$ cat config.mk
export PLATFORM = sky130hd
export DESIGN_NAME = exe_div_unit
export DESIGN_NICKNAME = d
export VERILOG_FILES = /design/src/rtl/exe_div_unit.sv
export SDC_FILE = /design/constraint.sdc
export NUM_CORES = 1
export LEC_CHECK = 0
export CAP_MARGIN = 25
export CORE_ASPECT_RATIO = 0.6
export CORE_MARGIN = 2
export CORE_UTILIZATION = 40
export DETAILED_ROUTE_END_ITERATION = 16
export MAX_ROUTING_LAYER = met4
export PLACE_DENSITY = 0.62
export SYNTH_ARGS = -nofsm -noshare
export SYNTH_HDL_FRONTEND = slang
export SYNTH_SLANG_ARGS = --single-unit
$ cat constraint.sdc
create_clock -name clk -period 7 [get_ports clk]
set_input_delay 1.4 -clock clk [delete_from_list [all_inputs] [get_ports clk]]
set_output_delay 1.4 -clock clk [all_outputs]
set_load 0.01 [all_outputs]
$ cat src/rtl/exe_div_unit.sv
// Iterative radix-2 restoring divider for RV64M DIV/DIVU/REM/REMU and W forms.
// Ports: clk, rst_n, div_valid/op/word, src1/src2, flush, ex_hold -> exe_stall_req, div_done, div_result.
module exe_div_unit #(
  parameter int XLEN = 64
) (
  input  logic            clk,
  input  logic            rst_n,
  input  logic            div_valid,
  input  logic [1:0]      div_op,
  input  logic            div_word,
  input  logic [XLEN-1:0] src1,
  input  logic [XLEN-1:0] src2,
  input  logic            flush,
  input  logic            ex_hold,
  output logic            exe_stall_req,
  output logic            div_done,
  output logic [XLEN-1:0] div_result
);

  localparam int HW = XLEN / 2;
  localparam int CW = $clog2(XLEN) + 1;
  localparam int RW = XLEN + 1;

  typedef enum logic [1:0] {
    IDLE,
    CALC,
    DONE
  } state_t;

  state_t          state;
  logic [CW-1:0]   cnt;
  logic [RW-1:0]   rem_q;
  logic [XLEN-1:0] quo_q;
  logic [XLEN-1:0] dvs_q;
  logic            neg_q_q;
  logic            neg_r_q;
  logic            rem_op_q;
  logic            word_q;

  function automatic logic [XLEN-1:0] sext_w(
    input logic [HW-1:0] x
  );
    return {{HW{x[HW-1]}}, x};
  endfunction

  logic            is_signed;
  logic            is_rem;
  logic [XLEN-1:0] a_ext;
  logic [XLEN-1:0] b_ext;
  logic            a_neg;
  logic            b_neg;
  logic [XLEN-1:0] a_mag;
  logic [XLEN-1:0] b_mag;
  logic [XLEN-1:0] min_val;
  logic            div_zero;
  logic            ovf;
  logic [XLEN-1:0] sp_raw;
  logic [XLEN-1:0] sp_res;

  always_comb begin
    is_signed = ~div_op[0];
    is_rem    = div_op[1];
    a_ext     = src1;
    b_ext     = src2;
    min_val   = {1'b1, {(XLEN-1){1'b0}}};
    if (div_word) begin
      a_ext = is_signed ? sext_w(src1[HW-1:0])
                        : {{HW{1'b0}}, src1[HW-1:0]};
      b_ext = is_signed ? sext_w(src2[HW-1:0])
                        : {{HW{1'b0}}, src2[HW-1:0]};
      min_val = {{(HW+1){1'b1}}, {(HW-1){1'b0}}};
    end
    a_neg    = is_signed & a_ext[XLEN-1];
    b_neg    = is_signed & b_ext[XLEN-1];
    a_mag    = a_neg ? -a_ext : a_ext;
    b_mag    = b_neg ? -b_ext : b_ext;
    div_zero = (b_ext == '0);
    ovf      = is_signed & (a_ext == min_val)
             & (b_ext == '1);
    if (div_zero)
      sp_raw = is_rem ? a_ext : '1;
    else
      sp_raw = is_rem ? '0 : a_ext;
    sp_res = div_word ? sext_w(sp_raw[HW-1:0]) : sp_raw;
  end

  // One restoring step: shift in the next dividend bit,
  // subtract the divisor if it fits, at full remainder width.
  logic [RW:0]     sh;
  logic            ge;
  logic [RW-1:0]   rem_n;
  logic [XLEN-1:0] quo_n;
  logic [XLEN-1:0] fin_raw;
  logic [XLEN-1:0] fin_s;
  logic [XLEN-1:0] fin;

  always_comb begin
    sh      = {rem_q, quo_q[XLEN-1]};
    ge      = (sh >= {2'b00, dvs_q});
    rem_n   = ge ? RW'(sh - {2'b00, dvs_q}) : RW'(sh);
    quo_n   = {quo_q[XLEN-2:0], ge};
    fin_raw = rem_op_q ? rem_n[XLEN-1:0] : quo_n;
    fin_s   = (rem_op_q ? neg_r_q : neg_q_q)
            ? -fin_raw : fin_raw;
    fin     = word_q ? sext_w(fin_s[HW-1:0]) : fin_s;
  end

  assign exe_stall_req = rst_n & div_valid
                       & (state != DONE) & ~flush;

  always_ff @(posedge clk or negedge rst_n) begin
    if (!rst_n) begin
      state      <= IDLE;
      cnt        <= '0;
      rem_q      <= '0;
      quo_q      <= '0;
      dvs_q      <= '0;
      neg_q_q    <= 1'b0;
      neg_r_q    <= 1'b0;
      rem_op_q   <= 1'b0;
      word_q     <= 1'b0;
      div_done   <= 1'b0;
      div_result <= '0;
    end else begin
      unique case (state)
        IDLE: begin
          div_done <= 1'b0;
          if (div_valid && !flush) begin
            rem_q    <= '0;
            quo_q    <= div_word ? {a_mag[HW-1:0], {HW{1'b0}}}
                                 : a_mag;
            dvs_q    <= b_mag;
            neg_q_q  <= a_neg ^ b_neg;
            neg_r_q  <= a_neg;
            rem_op_q <= is_rem;
            word_q   <= div_word;
            if (div_zero || ovf) begin
              state      <= DONE;
              div_done   <= 1'b1;
              div_result <= sp_res;
            end else begin
              state <= CALC;
              cnt   <= div_word ? CW'(HW) : CW'(XLEN);
            end
          end
        end
        CALC: begin
          if (flush || !div_valid) begin
            state <= IDLE;
          end else begin
            rem_q <= rem_n;
            quo_q <= quo_n;
            cnt   <= cnt - CW'(1);
            if (cnt == CW'(1)) begin
              state      <= DONE;
              div_done   <= 1'b1;
              div_result <= fin;
            end
          end
        end
        DONE: begin
          if (flush || !ex_hold) begin
            state      <= IDLE;
            div_done   <= 1'b0;
            div_result <= '0;
          end
        end
        default: begin
          state    <= IDLE;
          div_done <= 1'b0;
        end
      endcase
    end
  end

endmodule

-- Yosys cells after proc, flatten, opt, wreduce, memory -nomap -nowiden
Cells that the tools add are included.
- output and inout port bits: 66
- logic and storage cells: 103
- bits of input ports: 136
- register bits after elaboration: 271
- bitwise logic cells: 10
- add/subtract/negate cells: 5
- muxes and demuxes: 46
- order comparisons: 1
- reduce and logical (&&, ||, !) cells: 17
- eq/ne operators: 13
- operators with widths (cell ; number):
    64-bit two-way mux ; 21
    65-bit two-way mux ; 3
    64-bit negator ; 3
    64-bit case mux with 3 select lines ; 1
    65-bit case mux with 2 select lines ; 1
    64-bit case mux with 2 select lines ; 1
    66-bit by 64-bit greater-or-equal comparator with 1-bit output ; 1
    65-bit by 64-bit subtractor with 65-bit output ; 1
    64-bit equality test ; 1
    64-bit equality test, second input constant ; 1
    64-bit logical NOT ; 1
    63-bit two-way mux ; 1
    7-bit two-way mux ; 4
    2-bit inequality test, second input constant ; 7
    7-bit case mux with 2 select lines ; 1
    2-bit two-way mux ; 5
    3-bit AND reduction ; 3
    1-bit bitwise AND ; 7
    7-bit by 1-bit equality test with 1-bit output, second input constant ; 1
    7-bit by 1-bit subtractor with 7-bit output, second input constant ; 1
    1-bit two-way mux ; 6
    2-bit case mux with 3 select lines ; 1
    6-bit AND reduction ; 1
    4-bit AND reduction ; 1
    other kinds (13) ; 18

-- Depth between registers and ports, before layout
Gate-level depths: netlist (run 1).
- depth in word-level cells: 9
- mapped depth: 25
- mapped depth without buffers: 21

-- Worst setup path after synthesis (run 1)
No wires, ideal clock.
- path kind: reg-to-reg
- from: reg quo_q[63]
- to: reg div_result[52]
- required time: 6.906 ns
- path buffers: 4
- path slack: 1.502 ns
- cell stages (with the launch flop): 25
- arrival time: 5.404 ns
- cells stage by stage: dfrtp_1 inv_1 ha_1 inv_1 fa_1 a21o_1 a221oi_2 nor4_2 o311a_1 o2111ai_2 nand2_2 buf_2 buf_2 buf_1 clkbuf_1 a21oi_1 ha_1 inv_1 nor3b_2 nand3b_1 nor3_2 nand2_1 o31ai_1 mux2_2 a211oi_1
- longest elaborated chain between the ends: 9
- RTL lines (item ; line ; text):
    start, declared ; 33 ; logic [XLEN-1:0] quo_q;
    start signal, assigned ; 130 ; quo_q <= div_word ? {a_mag[HW-1:0], {HW{1'b0}}}
    start signal, assigned ; 152 ; quo_q <= quo_n;
    65-bit by 64-bit subtractor with 65-bit output or 66-bit by 64-bit greater-or-equal comparator with 1-bit output (tied branches) ; 100, 99 ;
    65-bit two-way mux ; 100 ; rem_n = ge ? RW'(sh - {2'b00, dvs_q}) : RW'(sh);
    64-bit two-way mux (*) ; 102 ; fin_raw = rem_op_q ? rem_n[XLEN-1:0] : quo_n;
    64-bit negator ; 104 ; ? -fin_raw : fin_raw;
    64-bit two-way mux (*) ; 104 ;
    64-bit two-way mux (*) ; 105 ; fin = word_q ? sext_w(fin_s[HW-1:0]) : fin_s;
    64-bit two-way mux (*) ; 154 ; if (cnt == CW'(1)) begin
    64-bit two-way mux (*) ; 148 ; if (flush || !div_valid) begin
    64-bit case mux with 3 select lines (*) ; 125 ; unique case (state)
    end signal, assigned ; 140 ; div_result <= sp_res;
    end signal, assigned ; 157 ; div_result <= fin;
    end, declared ; 17 ; output logic [XLEN-1:0] div_result
Every way passes the cells marked *; elsewhere a longest branch is shown, timed or not. The select of a mux whose other input is x is not followed.
A chain may end at the register's enable or synchronous reset.

-- Worst setup path after layout (run 1)
- from: reg dvs_q[60]
- to: reg div_result[58]
- longest elaborated chain between the ends: 9
- RTL lines (item ; line ; text):
    start, declared ; 34 ; logic [XLEN-1:0] dvs_q;
    start signal, assigned ; 132 ; dvs_q <= b_mag;
    66-bit by 64-bit greater-or-equal comparator with 1-bit output (*) ; 99 ; ge = (sh >= {2'b00, dvs_q});
    65-bit two-way mux ; 100 ;
    64-bit two-way mux (*) ; 102 ;
    64-bit negator ; 104 ;
    64-bit two-way mux (*) ; 104 ;
    64-bit two-way mux (*) ; 105 ;
    64-bit two-way mux (*) ; 154 ;
    64-bit two-way mux (*) ; 148 ;
    64-bit case mux with 3 select lines (*) ; 125 ;
Marked as above.

==> results.toml, run 1 <==
[yosys]
synth_edf_count = 0
yosys_warnings = 0
syn_area_mm2 = 0.0243
seq_area_frac_synth = 0.280
syn_area_per_cell_um2 = 7.43
synth.area.top_cells = "dfrtp_1, o21ai_0, a21oi_1, nor2_1, nand2_1"
syn-num-nets = 3476
synth_top_cell_by_area = "dfrtp_1"
synth_flop_cell = "dfrtp_1"
async_flop_share = 1.00
yosysTopAreaCellShare = 0.280
yosysUniqueCellTypes = 105
synthCells = 3265
ys_ff_latch = 271

[cells_and_area]
final_common_cell = "nor2_1"
instances_no_fill = 4163
nets = 3569
final_cell_mix = "nor2_1, nand2_1, o21ai_0"
drive_gt1_frac = 0.0683
design_area_mm2 = 0.0282
area_delta_synth_final_pct = 16.1

[min_path]
hold-path-cell-count = 2
hp-class = "reg -> reg"
hold_path.startpoint = "rem_q[64]"
min_to = "rem_q[64]"

[clocking]
cts_buffers = 30
clk_pin_slew_worst_paths_ns = 0.06
cts_setup_buffers = 0
cts_resized = 0
cts_tree = "built"
cts_hold_buf = 0
worstSkewPairLatency_ns = 0.62
cts-root-buf = "clkbuf_16"
cts_max_path_buffers = 3
cts_max_level = 1
clock_sinks = 271

[timing]
setup_viol = 0
setup_tns_ns = 0
rsz0062_at_grt = "false"
slew_violations = 0
holdWs_ns = 0.477
skew_ns = 0.0415
period_share = 0.909
worst_pin_slew_ns = 0.981
fmax_mhz = 157
finalHoldViolations = 0
layout_min_cycle_time_ns = 6.37
slew_headroom = 0.346

[drt]
viasPerCell = 6.30
drc = 0
drtIter0Drc = 4184
routed_wl_um = 106000
ant_nets = 0
dr.pass1.iters = 6
wl_per_cell_um = 25.6
num_vias = 26200

[power_and_ir_drop]
power_density_mw_per_mm2 = 492
vdd_drop_max_uv = 270
cellLeakagePower_uw = 0.0113

[placed_design]
gp_congestion = 1.07
dp_hpwl_um = 84500
io_buffers = 201
place_inst = 4107
dpl_cell_area_mm2 = 0.0271

[worst_setup_path]
path_class = "reg -> reg"
path_max_fanout = 35
regToRegSetupSlack_ns = 0.63
r2r_cells = 16
r2r_start = "dvs_q[60]"
slowest_stage = "nor3_1"
crit_top_cell = "nor3_1"
required_ns = 7.54
rr_endpoint = "div_result[58]"
cp_cell_sequence = "inv_1, ha_1, nand4_1, nor3_1, and2_0, o2111ai_2, buf_4, a22oi_1, o31ai_1, nor3_1, and4_1, and2_1, nand4_2, o41ai_1, mux2i_1, o21a_1"
crit_path_max_incr_delay_ns = 0.55
cp-end-kind = "register"
cp.arrival_ns = 6.90
cp-start-kind = "register"

[die]
fp.dieH_um = 195
chipWidth_um = 322
rows = 69
die-area_mm2 = 0.0627
ios = 202
core_area_mm2 = 0.0596
start_util = 0.407

[global_routing]
grt_pass1_wl_um = 156000
antenna_found_initial = 2
grt_overflow = 0
grt_pass1_vias = 23300
grt_max_degree = 138
grt_util_all_layers = 0.338

[status]
outcome = "finished clean"

[run]
drv_cap = 0
==> cell families after synthesis <==
group                      after synthesis  synth area share
AOI/OAI and AO/OA                     1131             0.297
xor gates and xnor gates               196            0.0708
adders and majority gates               75            0.0390
buffers and inverters                  348            0.0560
DFF                                    271             0.280
muxes                                   57            0.0242
and+or+nand+nor                       1187             0.233
==> registers in the layout, indices dropped and copies added (netlist names) <==
register / count
cnt: 7
div_done: 1
div_result: 64
dvs_q: 64
neg_q_q: 1
neg_r_q: 1
quo_q: 64
rem_op_q: 1
rem_q: 65
state: 2
word_q: 1
==> worst max-delay path by stage <==
stage               from              to  slack (ns)  depth (start not counted)
2_1_floorplan  quo_q[63]  div_result[52]        1.50                         24
3_3_place_gp    src2[19]  div_result[42]        0.64                         13
6_report       dvs_q[60]  div_result[58]        0.63                         16
4_1_cts        quo_q[63]  div_result[52]        0.93                         19
3_5_place_dp    src2[19]  div_result[54]        0.59                         15
5_1_grt        dvs_q[33]  div_result[58]        0.30                         16
==> where the power goes <==
group | internal, uW | switching (uW)
combinational | 3210 | 6070
clock | 1030 | 756
sequential | 2200 | 588
==> area by class of cell <==
cell class / instances / area [um^2]
multi-input combinational: 2646 / 16200
timing repair buffer: 289 / 2690
fill: 5979 / 31400
clock buffer: 40 / 880
antenna: 2 / 5.00
sequential: 271 / 6790
tap: 781 / 977
inverter: 120 / 450
clock inverter: 14 / 189
==> stage by stage <==
step	util	setup WS [ns]	total power, uW
finish	0.473	0.634	13800
global route	0.473	0.305	14600
CTS	0.473	0.931	13500
detailed placement	0.455	0.588	11700
global placement	0.455	0.644	11700
floorplan	-	1.50	8590
==> synth_stat cells (26+ instances only) <==
cell,instances
nand3_1,45
nand4_1,64
o21ai_0,309
nor3_1,94
or3_1,32
xnor2_1,129
inv_1,117
a22o_1,26
a31oi_1,53
o31ai_1,45
a21oi_1,302
nor2_1,375
a211oi_1,64
o21a_1,40
mux2i_1,44
nor2b_1,35
buf_2,26
a21o_1,48
ha_1,74
o211ai_1,32
dfrtp_1,271
clkbuf_1,180
nor4_1,28
nand2_1,367
xor2_1,67
==> layer usage <==
| layer | global-route usage | wire (um) | up-vias |
|---|---|---|---|
| li1 | - | - | 12100 |
| met1 | 0.514 | 49300 | 12500 |
| met2 | 0.414 | 39400 | 1571 |
| met3 | 0.141 | 16500 | 98 |
| met4 | 0.0341 | 1180 | 0 |
| met5 | - | 0 | - |
==> worst max-delay path: cells and delay by family (launching register included) <==
family,cells,cell delay [ns]
buf+inv,2,0.58
mux,1,0.25
fa+ha+maj,1,0.45
flops,1,0.50
compound gates,5,1.52
simple gates,7,2.96
(Power assumes the default switching activity.)
==> run 2, diff against run 1 <==
--- a/config.mk
+++ b/config.mk
@@ -5,8 +5,8 @@
 export SDC_FILE = /design/constraint.sdc
 export NUM_CORES = 1
 export LEC_CHECK = 0
-export CAP_MARGIN = 25
-export CORE_ASPECT_RATIO = 0.6
+export CAP_MARGIN = 20
+export CORE_ASPECT_RATIO = 1.25
 export CORE_MARGIN = 2
 export CORE_UTILIZATION = 40
 export DETAILED_ROUTE_END_ITERATION = 16
==> results.toml, run 2 (synthesis results as in run 1) <==
[cells_and_area]
drive_gt1_frac = 0.0618
instances_no_fill = 4129
final_cell_mix = "nor2_1, nand2_1, o21ai_0"
final_util = 0.468
regMostFlops = "rem_q"
final_common_cell = "nor2_1"
largest_reg_flops = 65
nets = 3550
area_delta_synth_final_pct = 15.4

[die]
ios = 202
die-area_mm2 = 0.0626
core_area_mm2 = 0.0598
chipWidth_um = 224
rows = 100
start_util = 0.406
fp.dieH_um = 279

[timing]
rsz0062_at_grt = "false"
slew_headroom = 0.239
holdWs_ns = 0.482
layout_min_cycle_time_ns = 6.26
finalHoldViolations = 0
setup_tns_ns = 0
fmax_mhz = 160
skew_ns = 0.0354
worst_pin_slew_ns = 1.14
setup_viol = 0
finalWorstSetupSlack_ns = 0.743
slew_violations = 0
period_share = 0.894

[worst_setup_path]
path_class = "reg -> reg"
required_ns = 7.50
cp.arrival_ns = 6.76
cp-end-kind = "register"
cp-start-kind = "register"
path_max_fanout = 23

[clocking]
clk_pin_slew_worst_paths_ns = 0.07
cts_hold_buf = 0
cts_max_path_buffers = 3
cts_setup_buffers = 0
cts-root-buf = "clkbuf_16"
cts_tree = "built"
clock_sinks = 271
worstSkewPairLatency_ns = 0.62
cts_buffers = 31
cts_resized = 0
cts_max_level = 1

[global_routing]
grt_overflow = 0
antenna_found_initial = 1
grt_util_all_layers = 0.320
grt_pass1_vias = 23500
grt_pass1_wl_um = 149000
grt_max_degree = 93

[drt]
viasPerCell = 6.21
wl_per_cell_um = 24.2
dr.pass1.iters = 6
num_vias = 25600
drtIter0Drc = 2630
routed_wl_um = 99800
ant_nets = 0
drc = 0

[power_and_ir_drop]
cellLeakagePower_uw = 0.0112
p_int_uw = 6410
p_comb_frac = 0.674
switchingPower_uw = 7200
clkPwrFrac = 0.124
vdd_drop_max_uv = 338
p_seq_frac = 0.202
power_density_mw_per_mm2 = 486
swShare = 0.529

[placed_design]
pre_cts_slack_ns = 0.551
dp_hpwl_um = 77600
io_buffers = 201
place_inst = 4071
gp_congestion = 1.00

[status]
outcome = "finished clean"

[min_path]
hp-class = "reg -> reg"

[run]
drv_cap = 0
[run 2: layout make-up]
class	instances	area (um^2)
diodes	1	2.50
clock buffers	47	906
clock inverters	10	123
fillers	6047	31800
inverters	120	450
multi-input cells	2646	16200
flip-flops and latches	271	6790
well taps	765	957
repair buffers	269	2560
[run 2: final timing paths]
check / slack, ns / start / end / cells after the start
max in group asynchronous: 4.72 / rst_n / rem_q[64] / 2
worst max register to register: 0.74 / quo_q[63] / div_result[52] / 19
worst min-delay path: 0.48 / dvs_q[52] / dvs_q[52] / 2
min in group asynchronous: 0.77 / rst_n / div_result[15] / 1
worst min register to register: 0.48 / dvs_q[52] / dvs_q[52] / 2
worst max-delay path: 0.74 / quo_q[63] / div_result[52] / 19
[run 2: power groups by stage]
| stage | registers, uW | clock network, uW | logic [uW] |
|---|---|---|---|
| finish | 2750 | 1690 | 9170 |
| global route | 2820 | 1770 | 9910 |
| CTS | 2730 | 1710 | 8970 |
| detailed placement | 2750 | 0 | 8900 |
| global placement | 2750 | 0 | 8910 |
| floorplan | 2600 | 0 | 5980 |
[run 2: routing by layer]
| layer | part of all wire | up-vias | wire length [um] | GRT usage |
|---|---|---|---|---|
| met5 | 0 | - | 0 | - |
| met4 | 0.071 | 0 | 7100 | 0.195 |
| met3 | 0.067 | 214 | 6660 | 0.0286 |
| met2 | 0.45 | 1157 | 44700 | 0.492 |
| met1 | 0.41 | 12200 | 41300 | 0.410 |
| li1 | - | 12000 | - | - |
[run 2: worst max-delay path: stages, from the launching register on]
cell,delay (ns)
dfrtp_1,0.41
inv_1,0.10
ha_1,0.16
inv_1,0.05
fa_1,0.40
a21o_1,0.24
a221oi_2,0.39
nor4_2,0.11
o311a_1,0.43
o2111a_1,0.45
nor2_4,0.61
o31ai_1,0.31
mux2i_1,0.52
and4_1,0.39
and2_1,0.26
buf_4,0.21
nand2_1,0.13
o31ai_1,0.38
mux2_2,0.38
a211oi_1,0.21
[run 2: through the flow]
stage | instance area, um^2 | power (uW)
after global placement | 26900 | 11700
after global routing | 28000 | 14500
after CTS | 28000 | 13400
final | 28000 | 13600
after detailed placement | 27000 | 11700
after floorplan | 24300 | 8590
